### src/rtl/pwm_capture.sv
// PWM capture: measures the rise-to-rise period and rise-to-fall high time of an asynchronous
// PWM input in clock cycles, and flags a line that stops toggling (stuck high / stuck low).
module pwm_capture #(
  parameter int          CNT_W       = 16,
  parameter int          SYNC_STAGES = 2,
  parameter int unsigned TIMEOUT     = 16'hFFFF
) (
  input  logic             CLK,
  input  logic             RST_N,
  input  logic             PWM_IN,
  input  logic             CLEAR,
  output logic [CNT_W-1:0] PERIOD_VALUE,
  output logic [CNT_W-1:0] HIGH_VALUE,
  output logic             VALID,
  output logic             STUCK_HIGH,
  output logic             STUCK_LOW
);

  localparam logic [CNT_W-1:0] TIMEOUT_C = CNT_W'(TIMEOUT);

  typedef enum logic [1:0] {ST_IDLE, ST_HIGH, ST_LOW} state_t;

  logic [SYNC_STAGES-1:0] sync_q;
  logic [SYNC_STAGES:0]   primed;
  logic                   p;
  logic                   s;
  logic                   ready;
  logic                   rise;
  logic                   fall;
  logic                   timeout;
  logic [CNT_W-1:0]       cnt;
  logic [CNT_W-1:0]       hi_lat;
  state_t                 state;

  // NOTE: the synchroniser flops get the async reset too, so s/p come out of reset at a known 0.
  always_ff @(posedge CLK or negedge RST_N) begin
    if (!RST_N) begin
      sync_q <= '0;
      p      <= 1'b0;
      primed <= '0;
    end else begin
      sync_q <= {sync_q[SYNC_STAGES-2:0], PWM_IN};
      p      <= s;
      primed <= {primed[SYNC_STAGES-1:0], 1'b1};
    end
  end

  // Edges are ignored until the chain and p hold real samples, so a line already high at reset
  // release does not look like a rise: it must fall and rise again before a period is timed.
  assign s       = sync_q[SYNC_STAGES-1];
  assign ready   = primed[SYNC_STAGES];
  assign rise    = ready & s & ~p;
  assign fall    = ready & ~s & p;
  assign timeout = (cnt == TIMEOUT_C) && !rise && !fall;

  // NOTE: every register below uses non-blocking assignment so all of them see the same
  // pre-edge values of cnt/state; blocking here would chain updates within one edge.
  always_ff @(posedge CLK or negedge RST_N) begin
    if (!RST_N) begin
      state        <= ST_IDLE;
      cnt          <= '0;
      hi_lat       <= '0;
      PERIOD_VALUE <= '0;
      HIGH_VALUE   <= '0;
      VALID        <= 1'b0;
      STUCK_HIGH   <= 1'b0;
      STUCK_LOW    <= 1'b0;
    end else begin
      VALID <= 1'b0;
      if (CLEAR) begin
        state      <= ST_IDLE;
        cnt        <= '0;
        STUCK_HIGH <= 1'b0;
        STUCK_LOW  <= 1'b0;
      end else begin
        if (rise)                   cnt <= CNT_W'(1);
        else if (cnt != TIMEOUT_C)  cnt <= cnt + CNT_W'(1);

        if (timeout) begin
          // Saturated counter keeps re-asserting, so the flag tracks the current line level.
          STUCK_HIGH <= s;
          STUCK_LOW  <= ~s;
          state      <= ST_IDLE;
        end else begin
          unique case (state)
            ST_IDLE: if (rise) state <= ST_HIGH;
            ST_HIGH: if (fall) begin
              hi_lat <= cnt;
              state  <= ST_LOW;
            end
            ST_LOW: if (rise) begin
              PERIOD_VALUE <= cnt;
              HIGH_VALUE   <= hi_lat;
              VALID        <= 1'b1;
              STUCK_HIGH   <= 1'b0;
              STUCK_LOW    <= 1'b0;
              state        <= ST_HIGH;
            end
            default: state <= ST_IDLE;
          endcase
        end
      end
    end
  end

endmodule

### config.mk
export PLATFORM = sky130hd
export DESIGN_NAME = pwm_capture
export DESIGN_NICKNAME = d
export VERILOG_FILES = /design/src/rtl/pwm_capture.sv
export SDC_FILE = /design/constraint.sdc
export NUM_CORES = 1
export LEC_CHECK = 0
export CAP_MARGIN = 20
export CORE_ASPECT_RATIO = 0.5
export CORE_MARGIN = 10
export CORE_UTILIZATION = 60
export CTS_BUF_LIST = sky130_fd_sc_hd__clkbuf_8
export CTS_CLUSTER_SIZE = 30
export DETAILED_ROUTE_END_ITERATION = 7
export PLACE_DENSITY = 0.95
export SETUP_SLACK_MARGIN = 0.1
export SLEW_MARGIN = 20
export SYNTH_ARGS = -nofsm -noshare
export SYNTH_HDL_FRONTEND = slang
export SYNTH_SLANG_ARGS = --single-unit
### constraint.sdc
create_clock -name CLK -period 3.51 [get_ports CLK]
set_input_delay 0.702 -clock CLK [delete_from_list [all_inputs] [get_ports CLK]]
set_output_delay 0.702 -clock CLK [all_outputs]
set_load 0.005 [all_outputs]
# Word-level counts from Yosys, hierarchy flattened

Cells that the tools add are included.

Add/subtract/negate cells: 1
Equal/unequal tests: 6
Mux-type cells: 18
Bitwise operators: 8
Reductions and logical operators: 13

Operators by type and width:

| kind                    | number |
|---|---|
| $mux W16                | 3 |
| $add A16 B1 Y16 const B | 1 |
| $eq A16 B16 Y1 const B  | 1 |
| $ne A16 B16 Y1 const B  | 1 |
| $mux W1                 | 10 |
| $reduce_bool A3 Y1      | 3 |
| $mux W2                 | 4 |
| $reduce_and A4 Y1       | 2 |
| $and A1 B1 Y1           | 4 |
| $ne A4 B1 Y1 const B    | 1 |
| $ne A4 B4 Y1 const B    | 1 |
| $not A1 Y1              | 4 |
| $pmux W2 S2             | 1 |
| $reduce_and A2 Y1       | 2 |
| $eq A2 B1 Y1 const B    | 1 |
| $eq A2 B2 Y1 const B    | 1 |
| $logic_and A1 B1 Y1     | 2 |
| $logic_not A1 Y1        | 2 |
| $logic_not A2 Y1        | 1 |
| $reduce_or A2 Y1        | 1 |

Register bits: 75
Bits of input ports: 4
Output and inout bits: 35
Word-level logic and storage cells: 57

# Depth between registers and ports, before layout

Depth after elaboration: 7
Gate-level depth with buffers: 6
Mapped depth without buffers: 5

# Worst setup path before layout

No wires, ideal clock.

Path kind: in2reg
From: in CLEAR
To: reg hi_lat[0]
Data arrival time: 1.939 ns
Required time: 3.385 ns
Slack: 1.446 ns
Stages: 5
Path buffers: 2
Cell sequence: clkbuf_1 > nor2_1 > nand3_1 > clkbuf_1 > mux2_2

Cells in the longest elaborated chain, start to end: 2

Ends and longest elaborated chain:

| what                               | RTL line | source |
|---|---|---|
| start, declared                    | 11       | `input logic CLEAR,` |
| $not A1 Y1 (no source line)        | -        |  |
| $reduce_and A4 Y1 (no source line) | -        |  |
| end signal, assigned               | 88       | `hi_lat <= cnt;` |
| end, declared                      | 32       | `logic [CNT_W-1:0] hi_lat;` |

No other way between the ends.
A chain may end at the register's enable or synchronous reset.

# Worst setup path in the final report

From: reg cnt[0]
To: reg cnt[12]

Cells in the longest elaborated chain, start to end: 4
Elaborated cells between the ends (all ways): 6

Ends and longest elaborated chain:

| what                   | RTL line | source |
|---|---|---|
| start, declared        | 31       | `logic [CNT_W-1:0] cnt;` |
| start signal, assigned | 77       | `else if (cnt != TIMEOUT_C) cnt <= cnt + CNT_W'(1);` |
| $add A16 B1 Y16        | 77       |  |
| $mux W16               | 77       |  |
| $mux W16               | 76       | `if (rise) cnt <= CNT_W'(1);` |
| $mux W16               | 70       | `if (CLEAR) begin` |

Several ways; a longest one is shown, not always the timed one. The select of a mux whose other input is x is not followed.

==> impl_metrics.toml <==
[outcome]
status = "completed"

[cts]
post_cts_buffers = 0
clock-root-buffer = "clkbuf_8"
cts_made_buffers = 9
postCtsHoldBufs = 0
cts_sinks = 75
post_cts_resized = 0
htree_levels = 3
clkTransAtPathRegs_ns = 0.07
cts_tree = "built"
clockBufferDepth = 2
clock_latency_ns = 0.36

[timing]
tns_ns = 0
setup_viol = 0
skew_ns = 0.009613
drv_slew = 0
fmax_mhz = 412.4
post-route-period-util_pct = 69.09
rsz0062_at_grt = "no"
relSlewSlack_pct = 42.40
period_minus_slack_ns = 2.425
tightest_slew_ns = 0.8616
timing.final.hold_violations = 0

[place]
post_dp_cell_area_sq_mm = 0.003526
place.gp.congestion = 0.8967
port_buffers = 38
dp_hpwl_mm = 4.228

[detailed_routing]
wl_per_cell_um = 19.82
vias = 2099
drt-initial-drc-count = 218
routed_wl_mm = 6.899
drc = 0
dr.pass1.iters = 4
viasPerCell = 6.032
drtAntennaViolNets = 0

[logic_synthesis]
yosysWarnings = 0
syn_nets = 237
synth_top_area_share_pct = 60.83
synth_cell_types = 41
synth_edf_count = 0
syn_inst = 232
avgSynthCellArea_sq_um = 13.30
synth_top_area_cell = "dfrtp_1"
ys.flop_type = "dfrtp_1"
ys_seq_area_share_pct = 60.83
synth_area_sq_mm = 0.003085
synth_seq_cells = 75
async_flop_share_pct = 100.0
synth.area.top_cells = "dfrtp_1, mux2_2, a21oi_1"

[min_path]
hp-class = "in -> async"

[die]
dieArea_sq_mm = 0.008585
start_util_pct = 62.27
rows = 18
io_pins = 39
die_height_um = 70.71
die_w_um = 121.4
core-area_sq_mm = 0.004955

[finish]
fin_nets = 278
diodes = 0
syn2layout_area_growth_pct = 21.74
fillCellCount = 303
multi_input_comb_area_sq_mm = 0.001137
drive_gt1_share_pct = 27.34
utilization_pct = 75.81
finalInstanceArea_sq_mm = 0.003756
mostFrequentLayoutCells = "dfrtp_1, mux2_2, clkdlybuf4s50_1, nand2_1, clkbuf_8"
seq_area_sq_mm = 0.001877
mostFrequentLayoutCell = "dfrtp_1"

[grt]
grt_pass1_wl_mm = 11.98
grt_antenna_before_repair = 0
grt_pass1_vias = 2319
grt_overflow = 0
grt_start_max_net_pins = 50
track_usage_pct = 17.51

[worst_setup_path]
cp-end-kind = "flop"
cp_data_arrival_time_ns = 2.63
required_ns = 3.71
critPathMaxFanout = 8
crit_type = "reg -> reg"
cp-start-kind = "flop"

[power]
pwr-share-comb_pct = 2.7
power_density_mw_per_mm2 = 447.8
switching_share_pct = 21.34
vdd_drop_max_mv = 0.2984
netSwitchingPower_mw = 0.3590
internal-power_mw = 1.323
clockPowerShare_pct = 44.7
seq_power_share_pct = 52.6
p_leak_nw = 1.762

[flow_run]
max_cap_viol_count = 0
critical path, cell delays in order, from the launching register on:
cell and delay (ns):
dfrtp_1 0.52, ha_1 0.32, nand4_2 0.21, or3_1 0.51
o311ai_0 0.53, o41ai_1 0.19
synth_stat cells (2+ instances only):
library cell / count
mux2_2: 48
a211oi_1: 3
dfrtp_1: 75
clkbuf_1: 6
a21oi_1: 10
a31oi_1: 2
inv_1: 5
and3_1: 2
or3_1: 8
or4_1: 4
o41ai_1: 3
nand2_1: 12
o21ai_0: 7
o31ai_1: 2
buf_2: 6
nand3_1: 3
nor3_1: 5
nand4_1: 3
nor2_1: 6
metrics by stage:
step | instances | power [mW] | hold WS [ns] | setup WS, ns
after floorplan | 232 | 0.9175 | 0.3312 | 1.446
after global placement | 332 | 0.9426 | 0.3331 | 0.9780
after detailed placement | 332 | 0.9457 | 0.3378 | 0.8797
after CTS | 348 | 1.690 | 0.3604 | 1.106
after global routing | 348 | 1.736 | 0.3757 | 0.8879
final | 348 | 1.682 | 0.3513 | 1.085
kinds of logic (layout without fill, tap and decap cells):
logic type	Yosys count	count (layout)	synth area share [%]
XOR/XNOR	1	1	0.2839
flip-flops	75	75	60.83
buffers and inverters	17	63	2.311
AO/OA/AOI/OAI	34	34	7.299
other	1	1	0.1215
AND/OR/NAND/NOR	55	55	11.23
multiplexers	48	48	17.52
adder cells (fa/ha/maj)	1	1	0.4055
power by group through the flow:
stage	registers, mW	logic [mW]	clock network, mW
6_report	0.885	0.0446	0.752
5_1_grt	0.886	0.0516	0.798
4_1_cts	0.885	0.0455	0.760
3_5_place_dp	0.901	0.0448	0
3_3_place_gp	0.900	0.0427	0
2_1_floorplan	0.897	0.0206	0
layer usage:
layer / global-route usage (%) / share of wire (%)
met1: 20.06 / 40
met2: 28.54 / 49
met3: 6.334 / 7.4
met4: 8.936 / 3.0
met5: 0 / 0
final timing paths:
| path | startpoint | endpoint | slack (ns) | cells past startpoint |
|---|---|---|---|---|
| max | cnt[0]$_DFFE_PN0P_ | cnt[12]$_DFFE_PN0P_ | 1.08 | 5 |
| min | RST_N | HIGH_VALUE[14]$_DFFE_PN0P_ | 0.35 | 1 |
| max reg2reg | cnt[0]$_DFFE_PN0P_ | cnt[12]$_DFFE_PN0P_ | 1.08 | 5 |
| min reg2reg | primed[0]$_DFF_PN0_ | primed[1]$_DFF_PN0_ | 0.36 | 0 |
| max in group asynchronous | RST_N | HIGH_VALUE[3]$_DFFE_PN0P_ | 2.49 | 2 |
| min in group CLK | primed[0]$_DFF_PN0_ | primed[1]$_DFF_PN0_ | 0.36 | 0 |
state kept, by name (all words and copies together) (netlist names), 2 cells and up:
signal        cells
HIGH_VALUE       16
PERIOD_VALUE     16
cnt              16
hi_lat           16
primed            3
state             2
sync_q            2
layout make-up:
type                    count  share of cell area (%)
clock buffers              11                   4.031
clock inverters             5                   2.032
inverters                   5                  0.4997
multi-input cells         140                   30.28
flip-flops and latches     75                   49.97
well taps                  70                   2.332
repair buffers             42                   10.86
Note: power is estimated with default switching activity, not from simulation.
